[config.mk]
export PLATFORM = sky130hd
export DESIGN_NAME = traffic_intersection
export DESIGN_NICKNAME = d
export VERILOG_FILES = /design/src/rtl/traffic_intersection.sv
export SDC_FILE = /design/constraint.sdc
export NUM_CORES = 1
export LEC_CHECK = 0
export ABC_AREA = 1
export CAP_MARGIN = 10
export CORE_MARGIN = 10
export CORE_UTILIZATION = 53
export CTS_BUF_LIST = sky130_fd_sc_hd__clkbuf_8
export DETAILED_ROUTE_END_ITERATION = 8
export HOLD_SLACK_MARGIN = 0.06
export PLACE_DENSITY = 0.8
export SLEW_MARGIN = 20
export SYNTH_ARGS = -nofsm -noshare
export SYNTH_HDL_FRONTEND = slang
export SYNTH_SLANG_ARGS = --single-unit
[constraint.sdc]
create_clock -name clk -period 1.7 [get_ports clk]
set_clock_uncertainty 0.05 [all_clocks]
set_input_delay 0.425 -clock clk [delete_from_list [all_inputs] [get_ports clk]]
set_output_delay 0.425 -clock clk [all_outputs]
set_load 0.1 [all_outputs]
[src/rtl/traffic_intersection.sv]
// Four-way intersection controller: NS/EW green-yellow-allred cycle, optional
// pedestrian walk phase, and a maintenance flashing-red mode.
module traffic_intersection #(
   parameter int GREEN_TICKS  = 6,
   parameter int YELLOW_TICKS = 2,
   parameter int ALLRED_TICKS = 1,
   parameter int WALK_TICKS   = 4,
   parameter int CNT_BITS     = 8
) (
   input  logic       clk,
   input  logic       reset,
   input  logic       tick,
   input  logic       ped_req,
   input  logic       flash_en,
   output logic       ns_green,
   output logic       ns_yellow,
   output logic       ns_red,
   output logic       ew_green,
   output logic       ew_yellow,
   output logic       ew_red,
   output logic       walk,
   output logic [2:0] state
);

   typedef enum logic [2:0] {
      NS_GRN = 3'd0,
      NS_YEL = 3'd1,
      CLR_A  = 3'd2,
      EW_GRN = 3'd3,
      EW_YEL = 3'd4,
      CLR_B  = 3'd5,
      WALK   = 3'd6,
      FLASH  = 3'd7
   } state_t;

   localparam logic [CNT_BITS-1:0] GRN_LAST = CNT_BITS'(GREEN_TICKS - 1);
   localparam logic [CNT_BITS-1:0] YEL_LAST = CNT_BITS'(YELLOW_TICKS - 1);
   localparam logic [CNT_BITS-1:0] CLR_LAST = CNT_BITS'(ALLRED_TICKS - 1);
   localparam logic [CNT_BITS-1:0] WLK_LAST = CNT_BITS'(WALK_TICKS - 1);

   state_t              cur, nxt;
   logic [CNT_BITS-1:0] cnt, cnt_nxt, last;
   logic                ped_pend, pend_nxt;
   logic                flash_ph, ph_nxt;

   always_ff @(posedge clk) begin
      if (reset) begin
         cur      <= CLR_B;
         cnt      <= '0;
         ped_pend <= 1'b0;
         flash_ph <= 1'b0;
      end else begin
         cur      <= nxt;
         cnt      <= cnt_nxt;
         ped_pend <= pend_nxt;
         flash_ph <= ph_nxt;
      end
   end

   // Final count value of the current timed phase.
   always_comb begin
      last = '0;
      case (cur)
         NS_GRN, EW_GRN: last = GRN_LAST;
         NS_YEL, EW_YEL: last = YEL_LAST;
         CLR_A, CLR_B:   last = CLR_LAST;
         WALK:           last = WLK_LAST;
         default:        last = '0;
      endcase
   end

   always_comb begin
      nxt      = cur;
      cnt_nxt  = cnt;
      ph_nxt   = flash_ph;
      pend_nxt = ped_pend;
      if (flash_en) begin
         nxt     = FLASH;
         cnt_nxt = '0;
         ph_nxt  = (cur == FLASH) ? (flash_ph ^ tick) : 1'b0;
      end else if (cur == FLASH) begin
         nxt     = CLR_B;
         cnt_nxt = '0;
         ph_nxt  = 1'b0;
      end else if (tick) begin
         if (cnt == last) begin
            cnt_nxt = '0;
            case (cur)
               NS_GRN:  nxt = NS_YEL;
               NS_YEL:  nxt = CLR_A;
               CLR_A:   nxt = EW_GRN;
               EW_GRN:  nxt = EW_YEL;
               EW_YEL:  nxt = CLR_B;
               CLR_B:   nxt = ped_pend ? WALK : NS_GRN;
               WALK:    nxt = NS_GRN;
               default: nxt = CLR_B;
            endcase
         end else begin
            cnt_nxt = cnt + 1'b1;
         end
      end
      // Entering WALK services the request; a press on that same edge is dropped.
      if (nxt == WALK && cur != WALK)
         pend_nxt = 1'b0;
      else if (ped_req && cur != WALK)
         pend_nxt = 1'b1;
   end

   always_comb begin
      ns_green  = 1'b0;
      ns_yellow = 1'b0;
      ns_red    = 1'b0;
      ew_green  = 1'b0;
      ew_yellow = 1'b0;
      ew_red    = 1'b0;
      walk      = 1'b0;
      case (cur)
         NS_GRN: begin ns_green  = 1'b1; ew_red = 1'b1; end
         NS_YEL: begin ns_yellow = 1'b1; ew_red = 1'b1; end
         EW_GRN: begin ew_green  = 1'b1; ns_red = 1'b1; end
         EW_YEL: begin ew_yellow = 1'b1; ns_red = 1'b1; end
         WALK:   begin ns_red = 1'b1; ew_red = 1'b1; walk = 1'b1; end
         FLASH:  begin ns_red = flash_ph; ew_red = flash_ph; end
         default: begin ns_red = 1'b1; ew_red = 1'b1; end
      endcase
   end

   assign state = cur;

endmodule

==> results of run 1 <==
-- logic make-up after synthesis --
family | share of synthesized area, %
and+or+nand+nor | 48.2
DFF | 30.5
buffers and inverters | 12.0
muxes | 1.17
adders and majority gates | 1.46
AOI/OAI and AO/OA | 3.66
xor gates and xnor gates | 3.08
-- Yosys cell counts, drive strengths merged --
master	n	area, µm²
a21oi	3	15.0
a31oi	1	6.26
buf	2	16.3
dfxtp	13	260
ha	1	12.5
inv	23	86.3
mux2i	1	10.0
nand2	42	173
nand3	14	80.1
nand3b	1	7.51
nand4	5	31.3
nor2	20	82.6
nor3	3	15.0
nor3b	3	22.5
o21ai	2	10.0
xor2	3	26.3
-- per-stage QoR --
step	cells	instance area, µm²	setup WS, ns	utilization [%]	hold WS [ns]
global placement	179	1280	-0.338	84.3	0.458
CTS	193	1470	-0.0640	96.7	0.476
detailed placement	179	1280	-0.406	84.3	0.465
floorplan	137	940	-0.422	-	0.418
-- repair_timing --
action | 4_1_cts
resized for setup | 22
setup buffers | 10
pin swaps | 9
endpoints found under the setup margin | 12
==> results.json, run 1 <==
{
  "status": "did not finish",
  "stop_stage": "global routing",
  "firstError": "[ERROR DPL-0038] Utilization greater than 100%, impossible to legalize",
  "cts_root_buffer": "clkbuf_8",
  "hpwl_um": 1930,
  "worst_endpoint_kind": "top-level output",
  "gp_congestion": 0.873,
  "initial_core_util_pct": 56.1,
  "numCtsBuffers": 3,
  "synth_cell_type_count": 21,
  "avgSynthCellArea_um2": 6.24,
  "io_buffers": 14,
  "ys_ff_latch": 13,
  "synth_warnings": 0,
  "grt_max_degree": 8,
  "die_x_um": 60.2,
  "synth_nets": 143,
  "synth-seq-area-share_pct": 30.5,
  "hold_buffers": 0,
  "synth_cells": 137,
  "syn_area_um2": 855,
  "ioPinCount": 15,
  "fp.dieH_um": 60.2,
  "fp-row-count": 14,
  "clock_path_buffers": 2,
  "clock_sinks": 13,
  "h-tree-depth": 1,
  "crit_endpoint": "ew_red"
}
==> run 2: changes to the inputs <==
- CORE_AREA: unset -> 10 10 71 73
- CORE_MARGIN: 10 -> unset
- CORE_UTILIZATION: 53 -> unset
- CTS_BUF_LIST: sky130_fd_sc_hd__clkbuf_8 -> unset
- DIE_AREA: unset -> 0 0 81 83
- HOLD_SLACK_MARGIN: 0.06 -> unset
- PLACE_DENSITY: 0.8 -> unset
- PLACE_DENSITY_LB_ADDON: unset -> 0.15
==> run 2 against run 1 <==
Effect of this change:
- the flow now finishes, with violations (setup timing)
- synthesized cell count unchanged
- synthesized area unchanged
==> results.json, run 2 <==
{
  "status": "finished with violations",
  "die_area_um2": 6720,
  "grt_antenna_before_repair": 0,
  "worst_slack_ns": -0.0418,
  "avgRoutedWirePerCell_um": 10.9,
  "dp_cells": 212,
  "first_global_vias": 978,
  "clock_path_buffers": 2,
  "synth_edf_count": 0,
  "ys_ff_latch": 13,
  "die_x_um": 81,
  "drive_gt1_share_pct": 46.2,
  "ant_nets": 0,
  "final_cell_area_um2": 1590,
  "overflow": 0,
  "yosys.cell_count.top_type": "nand2_1",
  "largest_reg_flops": 8,
  "io_buffers": 14,
  "vias_per_cell": 4.31,
  "yosysTopAreaCell": "dfxtp_1",
  "synth_nets": 143,
  "min_path_cells": 2,
  "area_delta_synth_final_pct": 86.1,
  "ioPinCount": 15,
  "worst-path-stages": 5,
  "critical_path_class": "register to output pin",
  "cts_tree": "done",
  "hp-class": "register to register",
  "syn_area_um2": 855,
  "drtIter0Drc": 30,
  "power_density_nw_per_um2": 702,
  "p_int_w": 0.000697,
  "seq_power_share_pct": 30.1,
  "n_antenna_cell": 0,
  "sw_frac_of_total_pct": 37.6,
  "synth_warnings": 0,
  "core-area_um2": 3630,
  "ir_drop_mv": 0.433,
  "vias": 999,
  "h-tree-depth": 1,
  "largest-register": "cnt",
  "power_switching_w": 0.000420,
  "grt_pass1_wl_um": 4220,
  "crit_chain": "nor2_4 -> nand3b_1 -> inv_2 -> nand2_8 -> buf_12",
  "hpwl_um": 1960,
  "fp.dieH_um": 83,
  "synth-seq-area-share_pct": 30.5,
  "clock_sinks": 13,
  "drc": 0,
  "tightest_slew_ns": 0.309,
  "cts_root_buffer": "clkbuf_8",
  "stdcell_count": 232,
  "rsz0062_at_grt": "true",
  "fin_crit_ns": 1.74,
  "cpMaxStageDelayCell": "dfxtp_4",
  "grt_max_degree": 9,
  "netlist_top_cells_count": "nand2_1 (36), inv_1 (22), nor2_1 (17)",
  "clk-insertion-delay-late_ns": 0.24,
  "final_common_cell": "nand2_1",
  "cp.arrival_ns": 1.27,
  "max_freq_mhz": 574,
  "crit_family": "flip-flops",
  "dr.pass1.iters": 4,
  "routed_wl_um": 2540,
  "synth_top_area_share_pct": 30.5,
  "start_kind": "register",
  "path_clk_slew_ns": 0.06,
  "hold_viol": 0,
  "slew_violations": 0,
  "synth_ff_type": "dfxtp_1",
  "nets": 191,
  "worst-path-max-fanout": 7,
  "finalCritPeriodShare_pct": 102,
  "violations": "setup timing",
  "cp.required_ns": 1.22,
  "critPathCaptureType": "output pin",
  "synth_cell_type_count": 21,
  "fp-row-count": 22,
  "path_buf_inv": 2,
  "numCtsBuffers": 3,
  "place_area_um2": 1330,
  "max_stage_delay_ns": 0.43,
  "hold_buffers": 0,
  "synth_top_cells_by_area": "dfxtp_1 (30%), nand2_1 (16%), inv_1 (9.7%), nor2_1 (7.5%), nand3_1 (7.0%)",
  "synthArstFlopShare_pct": 0,
  "cap_violations": 0,
  "maxSlewHeadroom_pct": 79.3,
  "initial_core_util_pct": 23.5,
  "final_cell_mix": "nand2_1 (28), buf_4 (25), inv_1 (17)",
  "leakage_nw": 0.734,
  "comb_power_share_pct": 45.3,
  "setup_violations": 2,
  "gp_congestion": 0.783,
  "avgSynthCellArea_um2": 6.24,
  "synth_cells": 137,
  "track_usage_pct": 7.57,
  "pwr-share-clk_pct": 24.6,
  "r2r_cells": 13
}
## run 2: cell counts after synthesis
No cell type changed its count.
## run 2: repair_timing
action                     4_1_cts  5_1_grt
cloned                           0        0
setup endpoints to repair       10        8
resized for setup               14       15
pin swaps                        9       13
buffers inserted                14        2
## run 2: final timing paths
| path | from | endpoint | slack, ns |
|---|---|---|---|
| min reg2reg | cnt[4] | cnt[4] | 0.47 |
| max | state[1] | ew_red | -0.04 |
| max reg2reg | state[1] | ped_pend | 0.03 |
| min | cnt[4] | cnt[4] | 0.47 |
## run 2: through the flow
step	hold WS (ns)	worst slack [ns]	TNS, ns	utilization (%)	total power, W
after CTS	0.471	-0.0280	-0.0886	41.9	0.00110
after global routing	0.508	-0.0822	-0.279	43.8	0.00118
after detailed placement	0.463	-0.323	-2.67	36.7	0.000756
after global placement	0.456	-0.313	-2.36	36.7	0.000754
after floorplan	0.418	-0.422	-3.15	-	0.000604
final	0.468	-0.0418	-0.0693	43.8	0.00112
## run 2: routing by layer
metal	part of all wire, %	vias up	GRT usage [%]
met5	0	-	0
met4	1.3	0	2.97
met3	4.6	4	2.05
met2	54	15	13.5
met1	40	460	8.04
li1	-	520	-
## run 2: cell type report
class / count / area [µm²]
clock buffers: 3 / 41.3
clock inverters: 1 / 5.00
fillers: 379 / 2040
inverters: 23 / 98.8
multi-input cells: 99 / 619
flip-flops and latches: 13 / 272
well taps: 48 / 60.1
repair buffers: 45 / 494
## run 2: cell families (layout without fill, tap and decap cells)
| logic type | count (synthesis) | count (layout) | synth area share, % |
|---|---|---|---|
| buf+inv | 25 | 72 | 12.0 |
| compound gates | 6 | 6 | 3.66 |
| simple gates | 88 | 88 | 48.2 |
| flops | 13 | 13 | 30.5 |
| mux | 1 | 1 | 1.17 |
| xor+xnor | 3 | 3 | 3.08 |
| fa+ha+maj | 1 | 1 | 1.46 |
## run 2: power groups by stage
stage	sequential, W	combinational [W]	clock, W
final	0.000336	0.000506	0.000274
after global routing	0.000338	0.000541	0.000305
after CTS	0.000334	0.000478	0.000284
after detailed placement	0.000345	0.000411	0
after global placement	0.000344	0.000410	0
after floorplan	0.000375	0.000229	0
## run 2: worst register-to-register path, stage by stage (launching register included)
cell and delay, ns:
dfxtp_4 0.43, inv_4 0.06, buf_6 0.11, buf_4 0.12
buf_4 0.12, buf_4 0.12, buf_6 0.10, buf_6 0.10
nand2_2 0.06, nand3_2 0.07, nand2_1 0.07, nand3_1 0.06
nand2_1 0.07, inv_1 0.03
No activity file was read; power rests on OpenSTA's default activity.
==> run 3: changes to the inputs <==
- ABC_CLOCK_PERIOD_IN_PS: unset -> 1700
==> results of run 3 <==
No change in the layout: final DEF, timing and power equal those of run 2.
